[src/rtl/bitonic_pkg.sv]
// rtl/bitonic_pkg.sv - shared types, compare-mode constants and element ordering helper
package bitonic_pkg;

  localparam int TYPE_UINT = 0;
  localparam int TYPE_SINT = 1;
  localparam int ELEM_MAX  = 32;

  typedef enum logic [2:0] {
    ST_IDLE   = 3'd0,
    ST_READ   = 3'd1,
    ST_LOAD   = 3'd2,
    ST_STREAM = 3'd3,
    ST_DONE   = 3'd4
  } state_e;

  // Operands arrive already widened to ELEM_MAX (sign- or zero-extended by the caller).
  function automatic logic elem_lt(input logic [ELEM_MAX-1:0] a,
                                   input logic [ELEM_MAX-1:0] b,
                                   input int                  typ);
    if (typ == TYPE_SINT) return $signed(a) < $signed(b);
    else                  return a < b;
  endfunction

endpackage

[src/rtl/sort_result_reader_if.sv]
// rtl/sort_result_reader_if.sv - SRAM read port plus serialised element stream
interface sort_result_reader_if #(
  parameter int WIDTH = 4,
  parameter int BITS  = 8,
  parameter int ADDR  = 10
);
  logic                    read_en;
  logic [ADDR-1:0]         read_addr;
  logic [WIDTH*BITS-1:0]   read_data;
  logic                    elem_valid;
  logic                    elem_ready;
  logic [BITS-1:0]         elem_data;
  logic                    elem_last;

  modport master (
    output read_en, read_addr, elem_valid, elem_data, elem_last,
    input  read_data, elem_ready
  );

  modport slave (
    input  read_en, read_addr, elem_valid, elem_data, elem_last,
    output read_data, elem_ready
  );
endinterface

[src/rtl/sort_elem_cmp.sv]
// rtl/sort_elem_cmp.sv - previous-element register and ordering comparator
module sort_elem_cmp
  import bitonic_pkg::*;
#(
  parameter int BITS = 8,
  parameter int TYPE = TYPE_UINT
) (
  input  logic            clk,
  input  logic            rst,
  input  logic            clear_i,
  input  logic            xfer_i,
  input  logic [BITS-1:0] data_i,
  input  logic            sticky_i,
  output logic            viol_o,
  output logic            capture_o
);

  logic [BITS-1:0] prev_q;
  logic            have_prev_q;

  function automatic logic [ELEM_MAX-1:0] widen(input logic [BITS-1:0] v);
    if (TYPE == TYPE_SINT) return {{(ELEM_MAX-BITS){v[BITS-1]}}, v};
    else                   return {{(ELEM_MAX-BITS){1'b0}}, v};
  endfunction

  assign viol_o    = xfer_i && have_prev_q && elem_lt(widen(data_i), widen(prev_q), TYPE);
  assign capture_o = viol_o && !sticky_i;

  // have_prev_q spans row boundaries so the first lane of a row is checked against the previous row.
  always_ff @(posedge clk or posedge rst) begin
    if (rst) begin
      prev_q      <= '0;
      have_prev_q <= 1'b0;
    end else if (clear_i) begin
      have_prev_q <= 1'b0;
    end else if (xfer_i) begin
      prev_q      <= data_i;
      have_prev_q <= 1'b1;
    end
  end

endmodule

[src/rtl/sort_result_reader.sv]
// rtl/sort_result_reader.sv - reads sorted SRAM rows, streams elements, checks order
module sort_result_reader
  import bitonic_pkg::*;
#(
  parameter int WIDTH = 4,
  parameter int BITS  = 8,
  parameter int ADDR  = 10,
  parameter int TYPE  = TYPE_UINT
) (
  input  logic                          clk,
  input  logic                          rst,
  input  logic                          start,
  input  logic [ADDR-1:0]               start_addr,
  input  logic [ADDR:0]                 row_count,
  output logic                          busy,
  output logic                          done,
  output logic                          order_err,
  output logic [ADDR+$clog2(WIDTH)-1:0] err_index,
  sort_result_reader_if.master          bus
);

  localparam int LW   = (WIDTH > 1) ? $clog2(WIDTH) : 1;
  localparam int IDXW = ADDR + $clog2(WIDTH);

  state_e                state_q, state_d;
  logic [ADDR-1:0]       addr_q;
  logic [ADDR:0]         rows_left_q;
  logic [ADDR-1:0]       row_idx_q;
  logic [LW-1:0]         lane_q;
  logic [WIDTH*BITS-1:0] buf_q;
  logic                  order_err_q;
  logic [IDXW-1:0]       err_index_q;

  logic            run_start, last_lane, last_row, xfer, viol, capture;
  logic [BITS-1:0] cur_elem;
  logic [IDXW-1:0] elem_idx;

  assign run_start = (state_q == ST_IDLE) && start && (row_count != '0);
  assign last_lane = (lane_q == LW'(WIDTH - 1));
  assign last_row  = (rows_left_q == (ADDR+1)'(1));
  assign cur_elem  = buf_q[int'(lane_q)*BITS +: BITS];
  assign xfer      = (state_q == ST_STREAM) && bus.elem_ready;
  assign elem_idx  = IDXW'(row_idx_q) * IDXW'(WIDTH) + IDXW'(lane_q);

  sort_elem_cmp #(.BITS(BITS), .TYPE(TYPE)) u_cmp (
    .clk       (clk),
    .rst       (rst),
    .clear_i   (run_start),
    .xfer_i    (xfer),
    .data_i    (cur_elem),
    .sticky_i  (order_err_q),
    .viol_o    (viol),
    .capture_o (capture)
  );

  always_ff @(posedge clk or posedge rst) begin
    if (rst) state_q <= ST_IDLE;
    else     state_q <= state_d;
  end

  always_comb begin
    state_d = state_q;
    unique case (state_q)
      ST_IDLE:   if (start) state_d = (row_count == '0) ? ST_DONE : ST_READ;
      ST_READ:   state_d = ST_LOAD;
      ST_LOAD:   state_d = ST_STREAM;
      ST_STREAM: if (xfer && last_lane) state_d = last_row ? ST_DONE : ST_READ;
      ST_DONE:   state_d = ST_IDLE;
      default:   state_d = ST_IDLE;
    endcase
  end

  always_comb begin
    bus.read_en    = (state_q == ST_READ);
    bus.read_addr  = addr_q;
    bus.elem_valid = (state_q == ST_STREAM);
    bus.elem_data  = (state_q == ST_STREAM) ? cur_elem : '0;
    bus.elem_last  = (state_q == ST_STREAM) && last_lane && last_row;
    busy           = (state_q != ST_IDLE);
    done           = (state_q == ST_DONE);
    order_err      = order_err_q;
    err_index      = err_index_q;
  end

  always_ff @(posedge clk or posedge rst) begin
    if (rst) begin
      addr_q      <= '0;
      rows_left_q <= '0;
      row_idx_q   <= '0;
      lane_q      <= '0;
      buf_q       <= '0;
      order_err_q <= 1'b0;
      err_index_q <= '0;
    end else begin
      if (run_start) begin
        addr_q      <= start_addr;
        rows_left_q <= row_count;
        row_idx_q   <= '0;
        order_err_q <= 1'b0;
        err_index_q <= '0;
      end
      if (state_q == ST_LOAD) begin
        buf_q  <= bus.read_data;
        lane_q <= '0;
      end
      if (xfer) begin
        lane_q <= lane_q + LW'(1);
        // Address wraps naturally at 2^ADDR.
        if (last_lane && !last_row) begin
          addr_q      <= addr_q + ADDR'(1);
          rows_left_q <= rows_left_q - (ADDR+1)'(1);
          row_idx_q   <= row_idx_q + ADDR'(1);
        end
      end
      if (viol)    order_err_q <= 1'b1;
      if (capture) err_index_q <= elem_idx;
    end
  end

endmodule

[src/flat_wrapper.sv]
// flat-port wrapper written by rule: the top's interface ports become plain ports
module sort_result_reader_flat import bitonic_pkg::*;
#(
  parameter int WIDTH = 4,
  parameter int BITS  = 8,
  parameter int ADDR  = 10,
  parameter int TYPE  = TYPE_UINT
)
  (clk, rst, start, start_addr, row_count, busy, done, order_err, err_index, bus_read_en, bus_read_addr, bus_elem_valid, bus_elem_data, bus_elem_last, bus_read_data, bus_elem_ready);
  sort_result_reader_if #(.WIDTH(WIDTH), .BITS(BITS), .ADDR(ADDR)) bus_i ();
  input  logic clk;
  input  logic rst;
  input  logic start;
  input  logic [ADDR-1:0] start_addr;
  input  logic [ADDR:0] row_count;
  output logic busy;
  output logic done;
  output logic order_err;
  output logic [ADDR+$clog2(WIDTH)-1:0] err_index;
  output wire logic [$bits(bus_i.read_en)-1:0] bus_read_en;
  output wire logic [$bits(bus_i.read_addr)-1:0] bus_read_addr;
  output wire logic [$bits(bus_i.elem_valid)-1:0] bus_elem_valid;
  output wire logic [$bits(bus_i.elem_data)-1:0] bus_elem_data;
  output wire logic [$bits(bus_i.elem_last)-1:0] bus_elem_last;
  input wire logic [$bits(bus_i.read_data)-1:0] bus_read_data;
  input wire logic [$bits(bus_i.elem_ready)-1:0] bus_elem_ready;
  assign bus_read_en = bus_i.read_en;
  assign bus_read_addr = bus_i.read_addr;
  assign bus_elem_valid = bus_i.elem_valid;
  assign bus_elem_data = bus_i.elem_data;
  assign bus_elem_last = bus_i.elem_last;
  assign bus_i.read_data = bus_read_data;
  assign bus_i.elem_ready = bus_elem_ready;
  sort_result_reader #(.WIDTH(WIDTH), .BITS(BITS), .ADDR(ADDR), .TYPE(TYPE)) u_core (.clk(clk), .rst(rst), .start(start), .start_addr(start_addr), .row_count(row_count), .busy(busy), .done(done), .order_err(order_err), .err_index(err_index), .bus(bus_i));
endmodule
[config.mk]
export PLATFORM = sky130hd
export DESIGN_NAME = sort_result_reader_flat
export DESIGN_NICKNAME = d
export VERILOG_FILES = /design/src/rtl/bitonic_pkg.sv /design/src/rtl/sort_result_reader_if.sv /design/src/rtl/sort_elem_cmp.sv /design/src/rtl/sort_result_reader.sv /design/src/flat_wrapper.sv
export SDC_FILE = /design/constraint.sdc
export NUM_CORES = 1
export LEC_CHECK = 0
export BUFFER_PORTS_ARGS = -buffer_cell sky130_fd_sc_hd__buf_2
export CAP_MARGIN = 20
export CORE_MARGIN = 10
export CORE_UTILIZATION = 55
export DETAILED_ROUTE_END_ITERATION = 10
export PLACE_DENSITY = 0.88
export SYNTH_ARGS = -nofsm -noshare
export SYNTH_HDL_FRONTEND = slang
export SYNTH_SLANG_ARGS = --single-unit
[constraint.sdc]
create_clock -name clk -period 3.6 [get_ports clk]
set_input_delay 0.72 -clock clk [delete_from_list [all_inputs] [get_ports clk]]
set_output_delay 0.72 -clock clk [all_outputs]
set_load 0.01 [all_outputs]
Word-level counts from Yosys, hierarchy flattened
Index checks and enable logic that the tools add are counted.
Storage, ports and cells
  ROM bits: 0
  register bits: 90
  bits in latches: 0
  memories kept: 0
  word-level logic and storage cells: 71
  input port bits: 57
  RAM bits: 0
Cells by class
  $mul: 0
  divide/modulo/power cells: 0
  equality and inequality tests: 8
  order comparisons: 1
  add/sub/neg operators: 5
  bitwise logic cells: 1
  reduce and logical (&&, ||, !) cells: 22
  shifts and indexed selects: 1
  muxes and demuxes: 23
Operators with widths (count)
  $mux 10: 6
  $mux 11: 3
  $shiftx 32x6->8: 1
  $mux 12: 2
  $add 10x1->10 const B: 2
  $add 12x2->12: 1
  $mux 3: 4
  $pmux 3 s4: 1
  $eq 11x1->1 const B: 1
  $logic_not 11->1: 1
  $reduce_bool 11->1: 1
  $sub 11x1->11 const B: 1
  $logic_and 1x1->1: 10
  $lt 8x8->1: 1
  $mux 8: 1
  $reduce_bool 2->1: 4
  $eq 3x2->1 const B: 2
  $mux 1: 4
  $mux 2: 2
  $reduce_and 2->1: 2
  $eq 3x1->1 const B: 1
  $eq 3x3->1 const B: 1
  $logic_not 3->1: 1
  $reduce_bool 3->1: 1
  other kinds (6): 7

Logic depth before layout (Yosys ltp)
Gate-level depths: netlist (run 1).
  depth after elaboration: 6
  depth in mapped cells: 9

By module
A second synthesis (run 1) with hierarchy kept.
Second synthesis, totals
  cells, all modules: 427
  area total of the unflattened synthesis: 4687.0 um^2
By module, submodules not included
  sort_result_reader: area each 4154.0 um^2, seq. area each 2026.9 um^2, cells an instance 371, times used 1
  sort_elem_cmp: area each 533.0 um^2, seq. area each 225.2 um^2, cells an instance 56, times used 1

Worst setup path after synthesis (run 1)
No wires, ideal clock.
  path kind: flip-flop to flip-flop
  from: reg u_core.lane_q[0]
  to: reg u_core.err_index_q[0] (netlist: u_core.err_index[0])
  slack: 0.973 ns
  arrival time: 2.502 ns
  stages on the path, launching flop included: 10
  library setup time: 0.126 ns
  clock period less this slack: 2.627 ns
  data required time: 3.474 ns
  path through: dfrtp_1 -> buf_2 -> mux4_2 -> ha_1 -> a21oi_1 -> a21oi_1 -> nor4_2 -> nand3b_1 -> buf_4 -> mux2i_1
On the way
  cells in the longest elaborated chain, start to end: 5
  elaborated cells on any way between the ends: 7
  those cells by class: add/sub: 1; order compare: 1; shift: 1; mux: 1; reduce/logical: 3
Ends and longest elaborated chain
  from (decl): line sort_result_reader.sv:29  | logic [LW-1:0] lane_q;
  from (signal assigned): line sort_result_reader.sv:107  | lane_q <= lane_q + LW'(1);
  $shiftx 32x6->8 (*): line sort_result_reader.sv:41  | assign cur_elem = buf_q[int'(lane_q)*BITS +: BITS];
  net u_core.cur_elem[3]: line sort_result_reader.sv:35  | logic [BITS-1:0] cur_elem;
  $lt 8x8->1 (*): line bitonic_pkg.sv:21  | else return a < b;
  $logic_and 1x1->1 (*): line sort_elem_cmp.sv:26  | assign viol_o = xfer_i && have_prev_q && elem_lt(widen(data_i), widen(prev_q), TYPE);
  $logic_and 1x1->1 (*): line sort_elem_cmp.sv:27  | assign capture_o = viol_o && !sticky_i;
  $mux 12 or $reduce_bool 2->1 (tied branches)
  to (signal assigned): line sort_result_reader.sv:116  | if (capture) err_index_q <= elem_idx;
  to (decl): line sort_result_reader.sv:32  | logic [IDXW-1:0] err_index_q;
The timed path passes the listed nets; every way through them passes the cells marked *.
A chain may end at the register's enable or synchronous reset.

Final worst setup path (run 1)
  from: reg u_core.lane_q[0]
  to: reg u_core.err_index_q[5] (netlist: u_core.err_index[5])
The elaborated chain is that of the path after synthesis.

==> summary.txt, run 1 <==
Synthesis
  • Synth cell types: a little over 60
  • Ys async rst share: 1.000
  • Synth Instances: between 400 and 500
  • Mean post-synth cell area: roughly 11 sq um
  • Synth top area cells: dfrtp_1 (48%), mux2_2 (9.6%), mux2i_1 (3.6%)
  • Top FF cell, synth: dfrtp_1
  • Register area share after synthesis: 0.4810
  • Post-synthesis register bit count: 90
  • Post-synth top cells: dfrtp_1 (90), nand2_1 (45), mux2_2 (40), inv_1 (28), nor2_1 (19)
  • Post-synth EDFFs: 0
  • Count leader, synth: dfrtp_1
  • Ys Warns: 0
  • Post-synthesis cell type with the largest combined area: dfrtp_1
  • Syn Std Cell Area: 4682 sq um
  • Syn_nets: 492
  • Area share of the largest cell type after synthesis: 0.4810

Floorplan
  • Cell row count: 33
  • Core box area: 8258 sq um
  • Area of the die: between 10,000 and 15,000 sq um
  • Die Y-Extent: approximately 110 microns
  • DIE WIDTH: 112.3 microns
  • Initial Utilization: 0.5670
  • # IOs: 93

Worst setup path
  • Reg2Reg Depth: 8
  • CP Capture Type: register
  • R2R Setup Slk: ~0.40 ns
  • WP depth: 8
  • Crit path largest cell delay: 0.67 ns
  • Worst Path Buf+Inv: 1
  • Reg-to-reg endpoint: u_core.err_index[5]$_DFFE_PP0P_
  • Worst path slowest cell: dfrtp_1
  • Worst endpoint required time: a little under 4 ns
  • CP top delay family: multiplexers
  • CP Data Arrival Time: around 3.5 ns
  • Crit Path Class: register to register
  • Worst setup SP type: register
  • Reg2Reg Launch Point: u_core.lane_q[0]$_DFFE_PP0P_
  • Crit path cell chain: buf_4, mux4_2, ha_1, nand3_1, a311oi_1, nand2_1, nand3b_1, mux2i_1
  • Critical path peak fanout: 12

Layout
  • P&R area growth vs syn: 16.52%
  • Layout filler cell count: between 600 and 700
  • Multi-input logic area: 2213 sq um
  • Finished Core Util: 0.6606
  • Layout cells sized above 1: 0.3391
  • Design area: ~5500 sq um
  • Diode count: 0
  • Storage cell area: about 2300 sq um
  • Fin nets: just under 600

Route
  • Routed wire length per instance: ~19 microns
  • DRC errors left: 0
  • Detail Route Antenna Nets: 0
  • DRT Pass-1 Iters: 6
  • Vias per std cell: 6.013
  • Iter 0 DRT Violations: approximately 280
  • Vias: 3,734
  • Total detailed-routing wirelength: between 10,000 and 15,000 microns

Timing
  • Clock skew: 0.009675 ns
  • Top achievable clock speed: 312.7 MHz
  • Final Hold Fails: 0
  • Final Critical Period: 3.198 ns
  • Setup_tns: 0 ns
  • RSZ-0062 raised after global routing: false
  • Final setup vio count: 0
  • Setup WS post-layout: approximately 0.40 ns
  • Crit share post-route: 0.8885
  • Max-slew violation count: 0
  • Slew HR: 0.4147
  • Worst Tran Pin Value: 0.8720 ns

Pwr
  • Peak supply drop: 0.0005408 V
  • Lkg Pwr: 2.542 nW
  • PwrDens: around 840 nW/um^2

Clock network
  • Hold Buf Count CTS: 0
  • Postcts setup bufs: 0
  • H-tree depth: 3
  • CTS Sinks: 90
  • Clk buf depth: 2
  • Num CTS Buffers: 9
  • TritonCTS clock tree: built
  • CTS resizes: 0
  • CTS root buf: clkbuf_8
  • Worst-Skew Late Latency: approximately 0.38 ns
  • Reg clk slew, reported paths: about 0.090 ns

Placement
  • Detailed placer's ending HPWL: around 8500 microns
  • Placer Congestion: 0.9069
  • Placed Area: around 5200 sq um
  • Number of port buffers: 92
  • Placement Setup Slack: approximately 0.42 ns

Global route
  • Largest net degree at the start of global routing: 53
  • First-pass GRT wire length: 19,350 microns
  • Number of antenna violations at the first check in global routing: 0
  • Grt ovf: 0
  • Vias in the first global route: between 4,000 and 5,000
  • Gr usage total: 0.1833

Job
  • Max-cap violations: 0

Worst hold path
  • Hold Crit Class: input pin to async pin

Run status
  • Status: complete, no violations
==> report_power, final <==
group / switching, mW / internal [mW]
Sequential: 0.382 / 1.43
Clock: 0.379 / 0.483
Combinational: 0.977 / 0.955
==> final cells by class <==
cell class	count	area share
Timing Repair Buffer	97	0.09128
Tap cell	105	0.02408
Sequential cell	90	0.4128
Inverter	29	0.02018
Multi-Input combinational cell	284	0.4057
Clock inverter	6	0.02064
Clock buffer	10	0.02523
==> through the flow <==
| stage | hold WS [ns] | instances | total power, mW |
|---|---|---|---|
| 2_1_floorplan | 0.4450 | 423 | 3.126 |
| 3_3_place_gp | 0.4580 | 605 | 3.592 |
| 3_5_place_dp | 0.4765 | 605 | 3.734 |
| 4_1_cts | 0.4910 | 621 | 4.613 |
| 5_1_grt | 0.5182 | 621 | 4.934 |
| 6_report | 0.4803 | 621 | 4.605 |
==> registers in the layout, indices dropped and copies added (netlist names) <==
register / flops
u_core.buf_q: 32
u_core.err_index: 12
u_core.rows_left_q: 11
u_core.bus.read_addr: 10
u_core.row_idx_q: 10
u_core.u_cmp.prev_q: 8
u_core.state_q: 3
u_core.lane_q: 2
u_core.order_err: 1
u_core.u_cmp.have_prev_q: 1
==> per-layer routing <==
metal / up-vias / share of wire / track usage
met5: - / 0 / 0
met1: 1831 / 0.41 / 0.2177
li1: 1714 / - / -
met4: 0 / 0.019 / 0.06684
met3: 28 / 0.076 / 0.05112
met2: 161 / 0.49 / 0.3102
==> cell families (layout without fill, tap and decap cells) <==
| kind of cell | Yosys count | count (layout) | share of synthesized area |
|---|---|---|---|
| AOI/OAI and AO/OA | 69 | 69 | 0.1069 |
| xor gates and xnor gates | 3 | 3 | 0.005613 |
| adders and majority gates | 12 | 12 | 0.03207 |
| buffers and inverters | 49 | 142 | 0.04757 |
| DFF | 90 | 90 | 0.4810 |
| muxes | 64 | 64 | 0.1662 |
| and+or+nand+nor | 136 | 136 | 0.1606 |
==> worst max-delay path by stage <==
stage,start,end
global placement,u_core.lane_q[0]$_DFFE_PP0P_,u_core.err_index[10]$_DFFE_PP0P_
finish,u_core.lane_q[0]$_DFFE_PP0P_,u_core.err_index[5]$_DFFE_PP0P_
floorplan,rst,u_core.buf_q[0]$_DFFE_PP0P_
detailed placement,u_core.lane_q[0]$_DFFE_PP0P_,u_core.err_index[4]$_DFFE_PP0P_
CTS,u_core.lane_q[0]$_DFFE_PP0P_,u_core.err_index[4]$_DFFE_PP0P_
global route,u_core.lane_q[0]$_DFFE_PP0P_,u_core.err_index[6]$_DFFE_PP0P_
==> worst register-to-register path, stage by stage, from the launching register on <==
cell	delay, ns
dfrtp_1	0.67
buf_4	0.23
mux4_2	0.54
ha_1	0.34
nand3_1	0.09
a311oi_1	0.29
nand2_1	0.13
nand3b_1	0.55
mux2i_1	0.28
==> placed cells by master (no fill, tap or decap), types with 10 or more instances in the layout <==
master,instances
mux2i_1,17
nor3_1,11
ha_1,12
nand3_1,11
nand2_1,45
dfrtp_1,90
and2_1,10
clkbuf_8,10
mux2_2,40
buf_2,92
a21oi_1,16
inv_1,27
nor2_1,19
Note: power is estimated with default switching activity, not from simulation.
==> run 2: changes to the inputs <==
--- a/config.mk
+++ b/config.mk
@@ -7,7 +7,7 @@
 export LEC_CHECK = 0
 export BUFFER_PORTS_ARGS = -buffer_cell sky130_fd_sc_hd__buf_2
 export CAP_MARGIN = 20
-export CORE_MARGIN = 10
+export CORE_MARGIN = 5
 export CORE_UTILIZATION = 55
 export DETAILED_ROUTE_END_ITERATION = 10
 export PLACE_DENSITY = 0.88
==> run 2 against run 1 <==
Effect of this change:
- die area decreased by 17%
- utilization rose by 0.39 points
- fmax is 5.2% higher
- count of clock-buffer cells in the layout shrank 1
- sequential cell count stayed put
- combinational power is essentially flat
- final cell count stayed put
- global-route usage increased by 2.6 points
- power decreased by 0.16%
- clock skew rose by 0.0028 ns
- critical endpoint is now u_core.err_index[7]$_DFFE_PP0P_
- largest power group unchanged
==> summary.txt, run 2 (synthesis gave the netlist of run 1 again) <==
Global route
  • Number of antenna violations at the first check in global routing: 0
  • Gr usage total: 0.2091
  • Largest net degree at the start of global routing: between 50 and 60
  • Grt ovf: 0
  • First-pass GRT wire length: 17,310 microns
  • Vias in the first global route: around 3,600

Pwr
  • PwrDens: ~840 nW/um^2
  • Lkg Pwr: 2.555 nW
  • Peak supply drop: around 0.00049 V

Route
  • DRT Pass-1 Iters: 5
  • Detail Route Antenna Nets: 0
  • Vias: between 3,000 and 4,000
  • Total detailed-routing wirelength: 10,490 microns
  • Routed wire length per instance: 16.89 microns
  • Iter 0 DRT Violations: 106
  • Vias per std cell: approximately 5.8
  • DRC errors left: 0

Timing
  • Worst Tran Pin Value: approximately 0.9 ns
  • Top achievable clock speed: roughly 330 MHz
  • RSZ-0062 raised after global routing: false
  • Setup_tns: 0 ns
  • Clock skew: roughly 0.012 ns
  • Crit share post-route: 0.8444
  • Fin Hold WS: between 0.4 and 0.5 ns
  • Setup WS post-layout: between 0.5 and 0.6 ns
  • Final Critical Period: about 3.0 ns
  • Final Hold Fails: 0
  • Max-slew violation count: 0
  • Slew HR: 0.4061
  • Final setup vio count: 0

Worst setup path
  • Worst Path Buf+Inv: 1
  • Critical path peak fanout: 12
  • Crit Path Class: register to register
  • CP top delay family: multiplexers
  • WP depth: 8
  • First element of the critical path: u_core.lane_q[0]$_DFFE_PP0P_
  • Worst setup SP type: register
  • Most used cell, CP: a21oi_1
  • CP Data Arrival Time: between 3 and 4 ns
  • Worst endpoint required time: 3.87 ns
  • CP Capture Type: register
  • Worst path slowest cell: nand3b_1
  • Setup crit end: u_core.err_index[7]$_DFFE_PP0P_
  • Crit path cell chain: buf_4, mux4_2, ha_1, a21oi_1, a21oi_1, nor4_2, nand3b_1, mux2i_1
  • Reg2Reg Launch Point: u_core.lane_q[0]$_DFFE_PP0P_
  • Reg-to-reg endpoint: u_core.err_index[7]$_DFFE_PP0P_
  • R2R Setup Slk: 0.56 ns
  • Reg2Reg Depth: 8
  • Crit path largest cell delay: roughly 0.57 ns

Floorplan
  • Core box area: about 8300 sq um
  • Die Y-Extent: slightly above 100 microns
  • Cell row count: 33
  • DIE WIDTH: between 100 and 150 microns
  • Initial Utilization: 0.5670
  • # IOs: 93
  • Area of the die: roughly 10,000 sq um

Layout
  • Multi-input logic area: ~2200 sq um
  • Commonest non-fill, non-tap cell in the layout: buf_2
  • Top reg by flops: u_core.buf_q
  • Layout cells sized above 1: 0.3391
  • Layout filler cell count: approximately 640
  • Non-Filler Instances: approximately 620
  • Commonest non-fill, non-tap cells in the layout: buf_2 (92), dfrtp_1 (90), nand2_1 (45)
  • Fin nets: 580
  • P&R area growth vs syn: 17.21%
  • Diode count: 0
  • Largest register FFs: 32
  • Storage cell area: about 2300 sq um

Clock network
  • Postcts setup bufs: 0
  • Clk buf depth: 2
  • CTS resizes: 0
  • CTS root buf: clkbuf_8
  • Reg clk slew, reported paths: around 0.10 ns
  • H-tree depth: 3
  • TritonCTS clock tree: built
  • Worst-Skew Late Latency: around 0.36 ns
  • CTS Sinks: 90
  • Hold Buf Count CTS: 0
  • Num CTS Buffers: 9

Job
  • Max-cap violations: 0

Run status
  • Status: complete, no violations

Placement
  • Detailed placer's ending HPWL: 7582 microns
  • Placer Congestion: around 0.83
  • Number of port buffers: 92
  • DP Cell Count: a little over 600
  • Placement Setup Slack: 0.5399 ns

Worst hold path
  • Hold Path Stages: 1
  • Hold Crit Class: register to register
run 2: worst register-to-register path, cell delays in order (launching register included):
cell      delay (ns)
dfrtp_1         0.33
buf_4           0.23
mux4_2          0.56
ha_1            0.33
a21oi_1         0.16
a21oi_1         0.10
nor4_2          0.31
nand3b_1        0.57
mux2i_1         0.35
run 2: worst min-delay path by stage:
stage / from / slack (ns) / to
finish: u_core.row_idx_q[9]$_DFF_PP0_ / 0.48 / u_core.row_idx_q[9]$_DFF_PP0_
detailed placement: u_core.row_idx_q[8]$_DFF_PP0_ / 0.48 / u_core.row_idx_q[8]$_DFF_PP0_
floorplan: u_core.row_idx_q[9]$_DFF_PP0_ / 0.44 / u_core.row_idx_q[9]$_DFF_PP0_
global route: u_core.row_idx_q[9]$_DFF_PP0_ / 0.50 / u_core.row_idx_q[9]$_DFF_PP0_
CTS: u_core.row_idx_q[9]$_DFF_PP0_ / 0.49 / u_core.row_idx_q[9]$_DFF_PP0_
global placement: u_core.row_idx_q[8]$_DFF_PP0_ / 0.46 / u_core.row_idx_q[8]$_DFF_PP0_
run 2: per-stage QoR:
| step | total power, mW | cell area, sq um | utilization |
|---|---|---|---|
| 3_5_place_dp | 3.710 | 5218 | 0.6318 |
| 5_1_grt | 4.937 | 5488 | 0.6645 |
| 6_report | 4.598 | 5488 | 0.6645 |
| 2_1_floorplan | 3.126 | 4682 | - |
| 4_1_cts | 4.626 | 5488 | 0.6645 |
| 3_3_place_gp | 3.583 | 5218 | 0.6318 |
run 2: layout make-up:
cell class | instances | area share
repair buffers | 97 | 0.09302
multi-input cells | 284 | 0.4033
inverters | 29 | 0.02006
clock inverters | 7 | 0.02668
well taps | 105 | 0.02394
flip-flops and latches | 90 | 0.4104
clock buffers | 9 | 0.02257
run 2: per-layer routing:
| metal | vias up | share of wire | GRT usage |
|---|---|---|---|
| met5 | - | 0 | 0 |
| met4 | 0 | 0.010 | 0.05247 |
| met3 | 13 | 0.081 | 0.05256 |
| met2 | 130 | 0.49 | 0.3443 |
| met1 | 1773 | 0.42 | 0.2792 |
| li1 | 1696 | - | - |
run 2: power by group:
group          switching, mW  total [mW]  internal, mW
clock                  0.380       0.919         0.539
combinational          0.953        1.91         0.953
sequential             0.344        1.77          1.43
==> run 3: changes to the inputs <==
==> constraint.sdc (replaced) <==
create_clock -name clk -period 3.1 [get_ports clk]
set_input_delay 0.62 -clock clk [delete_from_list [all_inputs] [get_ports clk]]
set_output_delay 0.62 -clock clk [all_outputs]
set_load 0.01 [all_outputs]
==> run 3 against run 2 <==
Effect of this change:
- largest power group unchanged
- clock skew about the same
- register-to-register slack got worse by 0.18 ns
- critical path type is now register to primary output
- sequential cell count unchanged
- count of clock-buffer cells in the layout rose by 2
- die area stayed put
- clock power down 10%
- power rose by 12%
- critical path depth decreased by 2
- largest cell class unchanged
- critical endpoint is now bus_elem_last
==> summary.txt, run 3 (synthesis gave the netlist of run 1 again) <==
Route
  • Iter 0 DRT Violations: between 150 and 200
  • Total detailed-routing wirelength: about 11,000 microns
  • Vias: ~3,700
  • DRT Pass-1 Iters: 4
  • Vias per std cell: ~6
  • Detail Route Antenna Nets: 0
  • Routed wire length per instance: roughly 18 microns
  • DRC errors left: 0

Global route
  • Number of antenna violations at the first check in global routing: 0
  • Grt ovf: 0
  • Vias in the first global route: between 3,000 and 4,000
  • First-pass GRT wire length: around 18,000 microns
  • Gr usage total: 0.2227
  • Largest net degree at the start of global routing: 44

Floorplan
  • DIE WIDTH: between 100 and 150 microns
  • # IOs: 93
  • Initial Utilization: 0.5670
  • Die Y-Extent: just over 100 microns
  • Core box area: 8258 sq um
  • Cell row count: 33
  • Area of the die: roughly 10,000 sq um

Clock network
  • Hold Buf Count CTS: 0
  • CTS Sinks: 90
  • Reg clk slew, reported paths: roughly 0.090 ns
  • Worst-Skew Late Latency: between 0.3 and 0.4 ns
  • CTS root buf: clkbuf_8
  • CTS resizes: 0
  • Clk buf depth: 2
  • H-tree depth: 3
  • Num CTS Buffers: 9
  • TritonCTS clock tree: built
  • Postcts setup bufs: 0

Timing
  • Slew HR: 0.4567
  • Crit share post-route: 0.9068
  • Top achievable clock speed: 355.7 MHz
  • Worst Tran Pin Value: ~0.81 ns
  • Setup_tns: 0 ns
  • Clock skew: between 0.01 and 0.015 ns
  • RSZ-0062 raised after global routing: false
  • Max-slew violation count: 0
  • Final Critical Period: 2.811 ns
  • Setup WS post-layout: approximately 0.29 ns
  • Final setup vio count: 0
  • Final Hold Fails: 0

Layout
  • Top reg by flops: u_core.buf_q
  • Design area: 5451 sq um
  • Finished Core Util: 0.6602
  • P&R area growth vs syn: 16.44%
  • Fin nets: just under 600
  • Commonest non-fill, non-tap cells in the layout: buf_2 (92), dfrtp_1 (90), nand2_1 (45)
  • Diode count: 0
  • Layout cells sized above 1: 0.3423
  • Largest register FFs: 32
  • Commonest non-fill, non-tap cell in the layout: buf_2

Job
  • Max-cap violations: 0

Worst setup path
  • CP Data Arrival Time: roughly 2.2 ns
  • Crit Path Class: register to primary output
  • Worst setup SP type: register
  • Reg-to-reg endpoint: u_core.bus.read_addr[7]$_DFF_PP0_
  • Reg2Reg Launch Point: u_core.rows_left_q[1]$_DFF_PP0_
  • Critical path peak fanout: 4
  • R2R Setup Slk: between 0.3 and 0.4 ns
  • CP Capture Type: primary output
  • Reg2Reg Depth: 8
  • Worst endpoint required time: about 2.5 ns

Placement
  • Placer Congestion: ~0.9
  • Placement Setup Slack: around 0.47 ns
  • Placed Area: 5248 sq um
  • Detailed placer's ending HPWL: a little over 8000 microns
  • Number of port buffers: 92

Pwr
  • PwrDens: about 940 nW/um^2
  • Peak supply drop: about 0.00066 V
  • Lkg Pwr: between 2 and 3 nW
  • Power, Total: 5.147 mW

Worst hold path
  • Hold Crit Class: input pin to async pin

Run status
  • Status: complete, no violations
[run 3: layout make-up]
type / count / area [sq um]
clock buffers: 11 / 141.4
repair buffers: 101 / 540.5
inverters: 29 / 110.1
clock inverters: 5 / 62.56
fillers: 633 / 2806
well taps: 105 / 131.4
multi-input cells: 284 / 2213
flip-flops and latches: 90 / 2252
[run 3: through the flow]
step           std cells  hold slack, ns
2_1_floorplan        423          0.4450
3_5_place_dp         609          0.4752
6_report             625          0.2355
5_1_grt              625          0.2560
4_1_cts              625          0.2349
3_3_place_gp         609          0.4580
[run 3: worst max-delay path by stage]
stage                                          startpoint                               end  slack [ns]
final                     u_core.rows_left_q[1]$_DFF_PP0_                     bus_elem_last        0.29
after global routing      u_core.rows_left_q[1]$_DFF_PP0_                     bus_elem_last        0.22
after CTS                 u_core.rows_left_q[1]$_DFF_PP0_                     bus_elem_last        0.29
after floorplan                                       rst       u_core.buf_q[0]$_DFFE_PP0P_        0.14
after detailed placement     u_core.lane_q[0]$_DFFE_PP0P_   u_core.err_index[7]$_DFFE_PP0P_        0.47
after global placement       u_core.lane_q[0]$_DFFE_PP0P_  u_core.err_index[10]$_DFFE_PP0P_        0.59
[run 3: metal layers]
metal	track usage	up-vias	wire, microns
met4	0.07972	0	185
met3	0.04027	19	936
met2	0.3923	170	5682
li1	-	1716	-
met1	0.2739	1811	4339
met5	0	-	0
[run 3: worst max-delay path: stages (launching register included)]
cell and delay (ns):
dfrtp_1 0.43, inv_1 0.11, ha_1 0.14, nor4b_1 0.47, and3_1 0.32, and3_1 0.22
buf_2 0.14
[run 3: where the power goes]
part | switching (mW) | internal (mW)
combinational | 1.13 | 1.12
sequential | 0.415 | 1.66
clock | 0.425 | 0.399
total | 1.97 | 3.18
